`config.mk`:
```
export PLATFORM = sky130hd
export DESIGN_NAME = uart_rx
export DESIGN_NICKNAME = d
export VERILOG_FILES = /design/src/rtl/uart_rx.sv
export SDC_FILE = /design/constraint.sdc
export NUM_CORES = 1
export LEC_CHECK = 0
export ABC_AREA = 0
export CORE_ASPECT_RATIO = 2
export CORE_UTILIZATION = 42
export DETAILED_ROUTE_END_ITERATION = 8
export GPL_ROUTABILITY_DRIVEN = 0
export MAX_ROUTING_LAYER = met4
export PLACE_DENSITY = 0.72
export SYNTH_ARGS = -nofsm -noshare
export SYNTH_HDL_FRONTEND = slang
export SYNTH_SLANG_ARGS = --single-unit
```
`constraint.sdc`:
```
create_clock -name i_clk -period 2.4 [get_ports i_clk]
set_clock_uncertainty 0.05 [all_clocks]
set_input_delay 0.24 -clock i_clk [delete_from_list [all_inputs] [get_ports i_clk]]
set_output_delay 0.24 -clock i_clk [all_outputs]
set_load 0.02 [all_outputs]
```
`src/rtl/uart_rx.sv`:
```
// 8N1 serial receiver matched to uart_tx timing (clk_bit clocks per bit).
// Define UART_RX_MAJORITY_EN to take every bit decision as a 2-of-3 vote.
module uart_rx #(
  parameter int clk_bit = 87
) (
  input  logic       i_clk,
  input  logic       i_rst_n,
  input  logic       serial_ip,
  output logic       data_valid,
  output logic [7:0] data,
  output logic       frame_err,
  output logic       active
);

  localparam logic [7:0] HALF_CNT = 8'((clk_bit - 1) / 2);
  localparam logic [7:0] FULL_CNT = 8'(clk_bit - 1);

  typedef enum logic [2:0] {
    IDLE    = 3'd0,
    START   = 3'd1,
    DATA    = 3'd2,
    STOP    = 3'd3,
    CLEANUP = 3'd4,
    BREAK   = 3'd5
  } state_t;

  state_t     state;
  logic [7:0] clk_count;
  logic [2:0] bit_count;
  logic [7:0] shift_reg;
  logic       stop_ok;
  logic       sync1;
  logic       rx_s;
  logic       bit_val;

  // Synchronizer flops reset high so reset release never mimics a start bit.
  always_ff @(posedge i_clk or negedge i_rst_n) begin
    if (!i_rst_n) begin
      sync1 <= 1'b1;
      rx_s  <= 1'b1;
    end else begin
      sync1 <= serial_ip;
      rx_s  <= sync1;
    end
  end

`ifdef UART_RX_MAJORITY_EN
  logic [1:0] hist;

  always_ff @(posedge i_clk or negedge i_rst_n) begin
    if (!i_rst_n) hist <= 2'b11;
    else          hist <= {hist[0], rx_s};
  end

  assign bit_val = (rx_s & hist[0]) | (rx_s & hist[1]) | (hist[0] & hist[1]);
`else
  assign bit_val = rx_s;
`endif

  always_ff @(posedge i_clk or negedge i_rst_n) begin
    if (!i_rst_n) begin
      state      <= IDLE;
      clk_count  <= 8'd0;
      bit_count  <= 3'd0;
      shift_reg  <= 8'd0;
      stop_ok    <= 1'b0;
      data       <= 8'd0;
      data_valid <= 1'b0;
      frame_err  <= 1'b0;
      active     <= 1'b0;
    end else begin
      data_valid <= 1'b0;
      frame_err  <= 1'b0;
      case (state)
        IDLE: begin
          clk_count <= 8'd0;
          bit_count <= 3'd0;
          if (!rx_s) begin
            state  <= START;
            active <= 1'b1;
          end
        end
        START: begin
          if (clk_count == HALF_CNT) begin
            clk_count <= 8'd0;
            if (!bit_val) begin
              state <= DATA;
            end else begin
              state  <= IDLE;
              active <= 1'b0;
            end
          end else begin
            clk_count <= clk_count + 8'd1;
          end
        end
        DATA: begin
          if (clk_count == FULL_CNT) begin
            clk_count            <= 8'd0;
            shift_reg[bit_count] <= bit_val;
            if (bit_count == 3'd7) begin
              bit_count <= 3'd0;
              state     <= STOP;
            end else begin
              bit_count <= bit_count + 3'd1;
            end
          end else begin
            clk_count <= clk_count + 8'd1;
          end
        end
        STOP: begin
          if (clk_count == FULL_CNT) begin
            clk_count <= 8'd0;
            stop_ok   <= bit_val;
            active    <= 1'b0;
            state     <= CLEANUP;
            if (bit_val) begin
              data       <= shift_reg;
              data_valid <= 1'b1;
            end else begin
              frame_err <= 1'b1;
            end
          end else begin
            clk_count <= clk_count + 8'd1;
          end
        end
        CLEANUP: begin
          // A low stop sample may be a break; wait for the line to recover.
          state <= stop_ok ? IDLE : BREAK;
        end
        BREAK: begin
          if (rx_s) state <= IDLE;
        end
        default: begin
          state  <= IDLE;
          active <= 1'b0;
        end
      endcase
    end
  end

endmodule

```
==> impl_results.md <==
- Most instantiated flip-flop cell in the synthesis netlist: sky130_fd_sc_hd__dfrtp_1
- Wire length of the first global-routing pass: ~6.5 mm
- Initial antenna violation count: 0
- Top cells by area, synth: sky130_fd_sc_hd__dfrtp_1 (47%), sky130_fd_sc_hd__mux2_2 (8.1%), sky130_fd_sc_hd__dfstp_2 (2.9%), sky130_fd_sc_hd__a22o_1 (2.9%), sky130_fd_sc_hd__ha_1 (2.8%)
- Floorplan core area: 4130 um2
- Number of storage elements in the synthesis netlist: 36
- Die extent in x: just under 50 um
- Total DRC errors in the routed layout: 0
- Setup violators final: 0
- CTS tree: done
- Crit path arrival time: between 2000 and 2500 ps
- Type of the worst setup path: flop to flop
- Post-layout min period: 2060 ps
- Crit path launch: state[1]
- Library cells used by synthesis: between 40 and 50
- Buffers added on ports: 13
- Global route total overflow: 0
- Kind of start point of the critical path: flop
- Number of CTS-inserted buffers: 5
- Share of the clock period used by the worst path: 85.6%
- Number of primary I/O pins: 14
- Total power divided by cell area: approximately 630 nW/um2
- Total Power Consumption: 1.31 mW
- Slew at the pin closest to its max-slew limit: 490 ps
- Result of the run: complete, no violations
- Via count normalized by instance count: approximately 6
- Commonest non-fill, non-tap cell in the layout: sky130_fd_sc_hd__dfrtp_1
- Number of buffers inserted to repair setup after CTS: 0
- Area growth from synthesis to final layout: 14.3%
- Maximum frequency from static timing analysis: 487 MHz
- Worst max-slew margin expressed relative to the limit: 67.3%
- Mean instance size in the synthesized netlist: 10.9 um2
- Count of flip-flops with a built-in enable after synthesis: 0
- Largest buffer count on any clock path: 2
- Post-synthesis instance area: 1810 um2
- Final count of pins violating max slew: 0
- Peak fanout along the critical path: 15
- Capture point of the worst reg-to-reg path: shift_reg[3]
- Setup tns final: 0 ps
- H-tree depth reported by CTS: 2
- Starting DRC count in detailed routing: 52
- Post-detailed-placement half-perimeter wirelength: 2.77 mm
- Area used by multi-input combinational logic: 835 um2
- Detailed-route via count: 1358
- Clock input transition at the sequential cells of the worst setup and hold paths: 70 ps
- Hold-fix buffer count after cts: 0
- Reported leakage power: approximately 0.93 nW
- Count of warnings emitted by yosys: 0
- Most frequent cells in the layout: sky130_fd_sc_hd__dfrtp_1 (34), sky130_fd_sc_hd__nand2_1 (13), sky130_fd_sc_hd__mux2_2 (13), sky130_fd_sc_hd__clkdlybuf4s50_1 (13), sky130_fd_sc_hd__o21ai_0 (10)
- Initial cell density of the core: 43.9%
- Setup repair after global routing missed its margin: no
- Filler Cell Count: 372
- Later-pin clock latency in the skew report: 290 ps
- Die Footprint: around 4600 um2
- Final wirelength: 3.88 mm
- Required time at the endpoint of the critical path: 2520 ps
- Largest net degree at the start of global routing: 37
- Area share of the largest cell type after synthesis: 46.9%
- NumNets Final: 185
- Number of cell rows: 33
- Count of cells resized by post-cts repair: 0
- Clock root cell: sky130_fd_sc_hd__clkbuf_8
- Overall Global Routing Usage: between 10% and 20%
- Sequential standard cell area: 903 um2
- Share of flip-flops with an asynchronous set or reset after synthesis: 100%
- Number of nets still failing antenna checks after routing: 0
- Max Cap Viol: 0
- Setup slack of the most critical reg-to-reg path: between 300 and 400 ps
- Routed wirelength normalized by instance count: 16.8 um
- Share of post-route cells with drive strength above 1: 17.3%
- Number of inserted diodes: 0
- Depth of the most critical reg-to-reg path: 4
- Portion of the post-synthesis area used by sequential elements: 49.8%
- Clk sinks: 36
- Vias in the first global route: around 1500
- Number of failing hold endpoints at the final stage: 0
- Most area-hungry cell type in the Yosys netlist: sky130_fd_sc_hd__dfrtp_1
- Hold WC Path Type: input port to asynchronous set/reset pin
- Number of cells produced by synthesis: 167
- Net count of the mapped netlist: 174
- Startpoint of the worst register-to-register path: state[1]
- First-pass DRT Iterations: 5
- Timing endpoint of the critical path: shift_reg[3]
- Die boundary height: ~95 um
- Peak supply drop: 428 uV
- CP Capture Type: flop
worst max-delay path, stage by stage (launching register included):
cell	delay, ps
sky130_fd_sc_hd__dfrtp_1	590
sky130_fd_sc_hd__nor3b_1	370
sky130_fd_sc_hd__nand4_1	240
sky130_fd_sc_hd__nor3b_1	310
sky130_fd_sc_hd__mux2_2	380
report_power, final:
part | internal, mW | total [mW] | switching, mW | leakage, nW
clock | 0.262 | 0.468 | 0.206 | 0.0515
combinational | 0.0667 | 0.167 | 0.101 | 0.394
sequential | 0.630 | 0.673 | 0.0424 | 0.485
total | 0.959 | 1.31 | 0.350 | 0.931
worst min-delay path by stage:
stage,startpoint,to,slack [ps],cells after the start
6_report,i_rst_n,clk_count[4],310,2
5_1_grt,sync1,bit_val,320,0
4_1_cts,serial_ip,sync1,310,1
3_5_place_dp,sync1,bit_val,310,0
3_3_place_gp,sync1,bit_val,300,0
2_1_floorplan,i_rst_n,active,-110,0
cell usage after synthesis (4+ instances only):
cell	count
sky130_fd_sc_hd__a21oi_1	6
sky130_fd_sc_hd__a22o_1	6
sky130_fd_sc_hd__clkbuf_1	9
sky130_fd_sc_hd__dfrtp_1	34
sky130_fd_sc_hd__ha_1	4
sky130_fd_sc_hd__inv_1	7
sky130_fd_sc_hd__mux2_2	13
sky130_fd_sc_hd__nand2_1	13
sky130_fd_sc_hd__nand2b_1	6
sky130_fd_sc_hd__nand3_1	4
sky130_fd_sc_hd__nor2_1	6
sky130_fd_sc_hd__nor3_1	7
sky130_fd_sc_hd__o21ai_0	10
through the flow:
stage / hold slack (ps) / instance area (um2) / util, % / setup slack, ps / instances
final: 309 / 2070 / 50.2 / 345 / 231
after global routing: 318 / 2070 / 50.2 / 245 / 231
after CTS: 315 / 2070 / 50.2 / 338 / 231
after detailed placement: 306 / 1970 / 47.8 / 417 / 223
after global placement: 297 / 1970 / 47.8 / 421 / 223
after floorplan: -106 / 1810 / - / 661 / 167
area by class of cell:
type,instances,area share (%)
Sequential cell,36,43.5
Multi-Input combinational cell,113,40.2
Tap cell,52,3.14
Clock buffer,8,4.83
Timing Repair Buffer,15,7.00
Inverter,7,1.27
cells by family (layout without fill, tap and decap cells):
| logic type | after synthesis | after routing | share of synthesized area (%) |
|---|---|---|---|
| xor gates and xnor gates | 1 | 1 | 0.483 |
| AOI/OAI and AO/OA | 34 | 34 | 12.8 |
| DFF | 36 | 36 | 49.8 |
| and+or+nand+nor | 57 | 57 | 19.5 |
| buffers and inverters | 18 | 30 | 4.21 |
| muxes | 17 | 17 | 10.5 |
| adders and majority gates | 4 | 4 | 2.76 |
metal layers:
metal,routed length [um],GRT usage [%]
met2,2240,35.4
met3,98,2.42
met4,132,13.7
met1,1410,18.2
met5,0,-
No activity file was read; power rests on OpenSTA's default activity.
